### src/rtl/fetch_unit.sv
// Instruction-fetch stage: owns the PC, issues in-order memory requests and
// hands (pc, instr) pairs to IF/ID under valid/ready, flushing on redirects.
module fetch_unit #(
    parameter logic [31:0] RESET_PC       = 32'h0000_0000,
    parameter int          DEPTH          = 4,
    localparam int         SYS_ADDR_SPACE = 32,
    localparam int         INST_WIDTH     = 32
) (
    input  logic                      clk_i,
    input  logic                      rst_n_i,

    output logic                      imem_req_o,
    output logic [SYS_ADDR_SPACE-1:0] imem_addr_o,
    input  logic                      imem_gnt_i,
    input  logic                      imem_rvalid_i,
    input  logic [INST_WIDTH-1:0]     imem_rdata_i,

    input  logic                      redirect_i,
    input  logic [SYS_ADDR_SPACE-1:0] redirect_pc_i,

    output logic                      valid_o,
    input  logic                      ready_i,
    output logic [INST_WIDTH-1:0]     instr_o,
    output logic [SYS_ADDR_SPACE-1:0] pc_o
);

    localparam int PTR_W = $clog2(DEPTH);
    localparam int CNT_W = $clog2(DEPTH + 1);

    localparam logic [CNT_W:0]            DEPTH_SUM  = (CNT_W + 1)'(DEPTH);
    localparam logic [CNT_W-1:0]          CNT_ONE    = CNT_W'(1);
    localparam logic [PTR_W-1:0]          PTR_ONE    = PTR_W'(1);
    localparam logic [SYS_ADDR_SPACE-1:0] PC_STEP    = SYS_ADDR_SPACE'(4);
    localparam logic [SYS_ADDR_SPACE-1:0] ALIGN_MASK = ~SYS_ADDR_SPACE'(3);

    generate
        if (DEPTH < 2 || (DEPTH & (DEPTH - 1)) != 0) begin : g_bad_depth
            $error("fetch_unit: DEPTH must be a power of two and at least 2");
        end
    endgenerate

    // Program counter and bookkeeping.
    logic [SYS_ADDR_SPACE-1:0] fetch_pc;
    logic [PTR_W-1:0]          head_ptr;
    logic [PTR_W-1:0]          tail_ptr;
    logic [PTR_W-1:0]          fill_ptr;
    logic [CNT_W-1:0]          alloc_cnt;
    logic [CNT_W-1:0]          pend_cnt;
    logic [CNT_W-1:0]          drop_cnt;

    // Queue storage.
    logic [SYS_ADDR_SPACE-1:0] q_pc    [DEPTH];
    logic [INST_WIDTH-1:0]     q_instr [DEPTH];
    logic [DEPTH-1:0]          q_filled;

    logic credit_ok;
    logic grant;
    logic pop;
    logic rsp_drop;
    logic rsp_fill;

    // Dropped responses still occupy a memory slot, so they consume credit too.
    assign credit_ok = ({1'b0, alloc_cnt} + {1'b0, drop_cnt}) < DEPTH_SUM;

    // NOTE: the request is gated with rst_n_i directly so it reads 0 while reset
    // is held, even though every counter already shows free credit.
    assign imem_req_o  = rst_n_i && !redirect_i && credit_ok;
    assign imem_addr_o = fetch_pc;
    assign grant       = imem_req_o && imem_gnt_i;

    assign valid_o = q_filled[head_ptr] && !redirect_i;
    assign instr_o = q_instr[head_ptr];
    assign pc_o    = q_pc[head_ptr];
    assign pop     = valid_o && ready_i;

    assign rsp_drop = imem_rvalid_i && (drop_cnt != '0);
    assign rsp_fill = imem_rvalid_i && (drop_cnt == '0) && (pend_cnt != '0);

    // NOTE: all state is updated with non-blocking assignments so every branch
    // sees the pre-edge values of the counters and pointers.
    always_ff @(posedge clk_i or negedge rst_n_i) begin
        if (!rst_n_i) begin
            fetch_pc  <= RESET_PC;
            head_ptr  <= '0;
            tail_ptr  <= '0;
            fill_ptr  <= '0;
            alloc_cnt <= '0;
            pend_cnt  <= '0;
            drop_cnt  <= '0;
        end else if (redirect_i) begin
            fetch_pc  <= redirect_pc_i & ALIGN_MASK;
            head_ptr  <= '0;
            tail_ptr  <= '0;
            fill_ptr  <= '0;
            alloc_cnt <= '0;
            pend_cnt  <= '0;
            // Every unfilled entry still has a response coming; a response landing
            // in this very cycle has already been accounted for.
            drop_cnt  <= drop_cnt + pend_cnt - CNT_W'(rsp_drop || rsp_fill);
        end else begin
            if (grant) begin
                fetch_pc <= fetch_pc + PC_STEP;
                tail_ptr <= tail_ptr + PTR_ONE;
            end
            if (pop) begin
                head_ptr <= head_ptr + PTR_ONE;
            end
            if (rsp_fill) begin
                fill_ptr <= fill_ptr + PTR_ONE;
            end
            if (rsp_drop) begin
                drop_cnt <= drop_cnt - CNT_ONE;
            end
            alloc_cnt <= alloc_cnt + CNT_W'(grant) - CNT_W'(pop);
            pend_cnt  <= pend_cnt + CNT_W'(grant) - CNT_W'(rsp_fill);
        end
    end

    // NOTE: the queue payload is reset as well because pc_o/instr_o are read
    // straight from the head entry and must show zero out of reset.
    always_ff @(posedge clk_i or negedge rst_n_i) begin
        if (!rst_n_i) begin
            for (int i = 0; i < DEPTH; i++) begin
                q_pc[i]    <= '0;
                q_instr[i] <= '0;
            end
            q_filled <= '0;
        end else if (redirect_i) begin
            q_filled <= '0;
        end else begin
            // Grant, fill and pop always address distinct entries.
            if (grant) begin
                q_pc[tail_ptr]     <= fetch_pc;
                q_filled[tail_ptr] <= 1'b0;
            end
            if (rsp_fill) begin
                q_instr[fill_ptr]  <= imem_rdata_i;
                q_filled[fill_ptr] <= 1'b1;
            end
            if (pop) begin
                q_filled[head_ptr] <= 1'b0;
            end
        end
    end

    // A response with nothing pending and nothing to drop is a memory protocol error.
    assert property (@(posedge clk_i) disable iff (!rst_n_i)
        imem_rvalid_i |-> (drop_cnt != '0 || pend_cnt != '0));

endmodule
### config.mk
export PLATFORM = sky130hd
export DESIGN_NAME = fetch_unit
export DESIGN_NICKNAME = d
export VERILOG_FILES = /design/src/rtl/fetch_unit.sv
export SDC_FILE = /design/constraint.sdc
export NUM_CORES = 1
export LEC_CHECK = 0
export ABC_CLOCK_PERIOD_IN_PS = 2700
export BUFFER_PORTS_ARGS = -buffer_cell sky130_fd_sc_hd__clkbuf_2
export CORE_MARGIN = 4
export CORE_UTILIZATION = 44
export DETAILED_ROUTE_END_ITERATION = 16
export GPL_ROUTABILITY_DRIVEN = 0
export PLACE_DENSITY = 0.69
export SYNTH_ARGS = -nofsm -noshare
export SYNTH_HDL_FRONTEND = slang
export SYNTH_SLANG_ARGS = --single-unit
### constraint.sdc
create_clock -name clk_i -period 2.7 [get_ports clk_i]
set_clock_uncertainty 0.15 [all_clocks]
set_input_delay 0.135 -clock clk_i [delete_from_list [all_inputs] [get_ports clk_i]]
set_output_delay 0.135 -clock clk_i [all_outputs]
set_load 0.02 [all_outputs]
==> After elaboration in Yosys (flattened, before gate mapping) <==
Index checks and enable logic that the tools add are counted.
{ "op_classes": {"reduce_logical": 24, "n_mux": 38, "n_addsub": 12, "bitwise": 9, "order_cmp": 12} }
{ "ops": {"columns": ["operator", "count"], "rows": [
  ["$bwmux 128", 2],
  ["$mux 32", 8],
  ["$bmux 32 s2", 2],
  ["$demux 32 s2", 2],
  ["$add 32x3->32 const B", 1],
  ["$mux 4", 6],
  ["$logic_and 1x1->1", 13],
  ["$mux 2", 6],
  ["$mux 3", 4],
  ["$ge 3x3->1 const B", 3],
  ["$lt 2x3->1 const B", 3],
  ["$not 2->3", 3],
  ["$sub 3x1->3", 3],
  ["$and 4x4->4", 2],
  ["$not 4->4", 2],
  ["$reduce_bool 2->1", 4],
  ["$add 2x1->2 const B", 3],
  ["$add 3x1->3", 2],
  ["$demux 1 s2", 3],
  ["$ge 2x1->1 const B", 3],
  ["$lt 3x1->1 const B", 2],
  ["$reduce_bool 3->1", 2],
  ["$add 3x3->4", 1],
  ["$lt 4x3->1 const B", 1],
  ["10 further kinds", 14]
]} }
{ "totals": {"register_bits": 307, "inputBits": 70, "output_inout_bits": 98, "word_cells": 111} }

==> Logic depth before layout (Yosys ltp) <==
{ "logic_depth": {"word_depth": 14, "mapped_depth": 13, "ltp_nobuf": 12} }

==> Worst setup path after synthesis <==
No wires, ideal clock.
{ "synth_timing": {"kind": "register to register", "start": "register head_ptr[1]", "end": "register alloc_cnt[2]", "slack_ns": -0.150, "arrival_ns": 2.569, "period_less_slack_ns": 2.850, "required_time_ns": 2.418, "setup_time_ns": 0.132, "path_stages_with_launch": 13, "n_path_buf": 2, "cell_sequence": "dfrtp_1 buf_2 mux4_2 nor2b_1 and2_1 clkbuf_1 ha_1 inv_1 ha_1 inv_1 fa_1 xnor2_1 nor2_1"} }
{ "synth_via": {"elab_chain_len": 6} }
{ "synth_lines": {"columns": ["element", "line_no", "rtl"], "rows": [
  ["start, declared", "44", "logic [PTR_W-1:0] head_ptr;"],
  ["start signal, assigned", "106", "head_ptr <= head_ptr + PTR_ONE;"],
  ["$bmux 1 s2", "71", "assign valid_o = q_filled[head_ptr] && !redirect_i;"],
  ["$mux 1 (not written as such)", "71", null],
  ["$logic_and 1x1->1", "71", null],
  ["net valid_o", "21", "output logic valid_o,"],
  ["$logic_and 1x1->1", "74", "assign pop = valid_o && ready_i;"],
  ["$sub 3x1->3", "114", "alloc_cnt <= alloc_cnt + CNT_W'(grant) - CNT_W'(pop);"],
  ["$mux 3", "90", "end else if (redirect_i) begin"],
  ["end signal, assigned", "114", null],
  ["end, declared", "47", "logic [CNT_W-1:0] alloc_cnt;"]
]} }
The timed path passes the listed nets, and every way through them passes these cells. The select of a mux whose other input is x is not followed.
A chain may end at the register's enable or synchronous reset.

==> Worst setup path in the final report <==
{ "layout_timing": {"start": "register drop_cnt[1]", "end": "register drop_cnt[2]"} }
{ "layout_via": {"elab_chain_len": 6, "word_cells_on_any_way": 12, "cone_classes": "add/sub (3); mux (2); reduce/logical (7)"} }
{ "layout_lines": {"columns": ["element", "line_no", "rtl"], "rows": [
  ["start, declared", "49", "logic [CNT_W-1:0] drop_cnt;"],
  ["start signal, assigned", "99", "drop_cnt <= drop_cnt + pend_cnt - CNT_W'(rsp_drop || rsp_fill);"],
  ["start signal, assigned", "112", "drop_cnt <= drop_cnt - CNT_ONE;"],
  ["parallel branches: the longest is 6 deep, another holds $add 3x3->3", null, null]
]} }
Several ways; the timed one is not identified. The select of a mux whose other input is x is not followed.

==> out/metrics.cfg <==
[cells_and_area]
final_common_cell=dfrtp_1
fin_cells=1640
layout-drive-gt1-share_pct=43.40
num-fill-cells=2522
area_delta_synth_final_pct=23.34
final_cell_mix=dfrtp_1, mux2_2, clkbuf_2
nNetsFinal=1313

[sta]
setup_slack_ns=0.09136
period_share_pct=96.62
hold_violations=0
timing.final.crit_period_ns=2.609
drv_slew=0
clock.fmax_mhz=383.3
setup_violations=0
setup_tns_ns=0
relSlewSlack_pct=31.20
whs_ns=0.05597
worst_pin_slew_ns=1.032
rsz0062_at_grt=no

[logic_synthesis]
ys_seq_area_share_pct=53.66
ys_warn_count=0
synth-main-ff-cell=dfrtp_1
synth_async_sr_flop_share_pct=100.0
syn_area_mm2=0.01385
syn_avg_cell_area_um2=14.08
synthCells=984
synth_edf_count=0
ys_types=56
ys_seq_elements=297

[power]
p_sw_mw=3.743
comb_power_share_pct=21.8
p_leak_nw=8.158
power.density_mw_per_mm2=773.3
p_sw_share_pct=28.34
ir_worst_vdd_mv=0.5390
fin_total_pwr_mw=13.21
power_frac_clock_pct=36.3
seqPwrFrac_pct=42.0
p_int_mw=9.467

[critical_path]
rr_startpoint=drop_cnt[1]
crit_arrival_ns=2.84
worstPathCellList=inv_1, ha_1, nor2b_1, o311a_1, nand2b_1, ha_1, inv_1, ha_1, fa_1, xnor2_1, a21oi_1, xnor2_1
path_common_cell=ha_1
crit_required_ns=2.93
crit_fanout=3
critPathCaptureType=flop
critPathLaunchType=flop
path_class=flop to flop
crit_start=drop_cnt[1]
max_stage_delay_ns=0.39
r2r_slack_ns=0.09
crit_path_top_delay_cell=fa_1

[detailed_routing]
num_vias=8826
vias_per_cell=5.382
antenna_left=0
drc=0
routedWlPerCell_um=18.79
wirelength_um=30820
drtIter0Drc=374
dr.pass1.iters=4

[grt]
grt_max_degree=151
track_usage_pct=18.37
grt_pass1_vias=9570
grt_pass1_wl_um=50870
grt_antenna_before_repair=5
gr-total-overflow=0

[floorplan]
io-pin-count=168
die_w_um=185.4
die_h_um=185.4
start_util_pct=44.93
fp-row-count=64
core_area_mm2=0.03083
dieArea_mm2=0.03438

[flow_run]
drv_cap=0

[min_path]
hold_path.class=primary input to flop
min_from=imem_rvalid_i

[clock_tree]
cts_buffers=35
insertion_delay_ns=0.51
clockRootBuffer=clkbuf_16
cts_tree=yes
clock-sinks=297
htreeDepth=2
clk_pin_slew_ns=0.05
cts_buffer_depth=3

[outcome]
status=finished, final reports clean

[place]
port_buffers=161
dp_hpwl_um=19180
place_inst=1500
dp_slack_ns=0.04631

## flip-flops by register name, summed over array words and instances (netlist names), 3 cells and up
signal	flops
q_filled	4
q_instr	128
alloc_cnt	3
pend_cnt	3
drop_cnt	3
q_pc	120
imem_addr_o	30
## timing repair
action | in CTS | in global routing
buffers inserted | 0 | 2
setup endpoints to repair | 0 | 15
gates resized for setup | 0 | 5
endpoints found under the hold margin | 236 | 0
hold buffers | 73 | 0
## cell families after synthesis
logic type,after synthesis,synth area share [%]
buffers and inverters,99,3.740
other,1,0.02707
DFF,297,53.66
adders and majority gates,27,2.602
xor gates and xnor gates,14,0.8853
muxes,289,28.60
and+or+nand+nor,160,6.034
AOI/OAI and AO/OA,97,4.454
## path summary, 6_finish.rpt
check	endpoint	cells after the start
hold reg to reg	q_pc[116]	2
hold / removal	drop_cnt[0]	5
setup reg to reg	drop_cnt[2]	12
setup / recovery	drop_cnt[2]	12
min in group asynchronous	alloc_cnt[2]	3
max in group asynchronous	q_pc[80]	4
## power by group through the flow
stage | registers (mW) | clock network, mW | logic [mW]
5_1_grt | 5.63 | 5.12 | 3.16
4_1_cts | 5.54 | 4.92 | 2.91
2_1_floorplan | 5.51 | 0 | 1.92
3_5_place_dp | 5.61 | 0 | 2.82
3_3_place_gp | 5.58 | 0 | 2.75
6_report | 5.54 | 4.79 | 2.88
## metal layers
metal,GRT usage [%],vias up,share of wire [%],wire length (um)
met5,0,-,0.12,37
met4,4.375,6,1.9,591
met3,4.792,51,6.6,2026
met2,30.01,191,48,14800
met1,24.79,4530,43,13360
li1,-,4048,-,-
## metrics by stage
stage                     util, %  cell area [um2]
final                       55.41            17080
after global routing        55.41            17080
after CTS                   55.31            17050
after detailed placement    49.09            15130
after global placement      49.09            15130
after floorplan                 -            13880
## final cells by class
type                    instances  area, um2  share of cell area [%]
flip-flops and latches        297       7437                   43.53
inverters                      25      93.84                  0.5493
clock buffers                  55       1094                   6.401
diodes                          2      5.005                 0.02930
well taps                     396      495.5                   2.900
repair buffers                266       1924                   11.26
multi-input cells             591       5942                   34.78
clock inverters                 8      92.59                  0.5420
## Yosys cell counts, drive strengths merged, types with 9 or more instances
cell type | count | area share [%]
buf | 53 | 2.5
nor2 | 21 | 0.57
nand2 | 66 | 1.8
nor2b | 11 | 0.50
o21ai | 49 | 1.8
xnor2 | 9 | 0.57
ha | 24 | 2.2
mux4 | 63 | 10
inv | 25 | 0.68
clkbuf | 21 | 0.57
nand4 | 11 | 0.61
dfrtp | 297 | 54
nand3 | 20 | 0.85
mux2 | 224 | 18
## critical path: cells and delay by family, from the launching register on
family | cells | cell delay, ns
and+or+nand+nor | 2 | 0.29
adders and majority gates | 4 | 1.01
DFF | 1 | 0.38
buffers and inverters | 2 | 0.13
xor gates and xnor gates | 2 | 0.30
AOI/OAI and AO/OA | 2 | 0.23
Power figures use the tool's default switching activity.
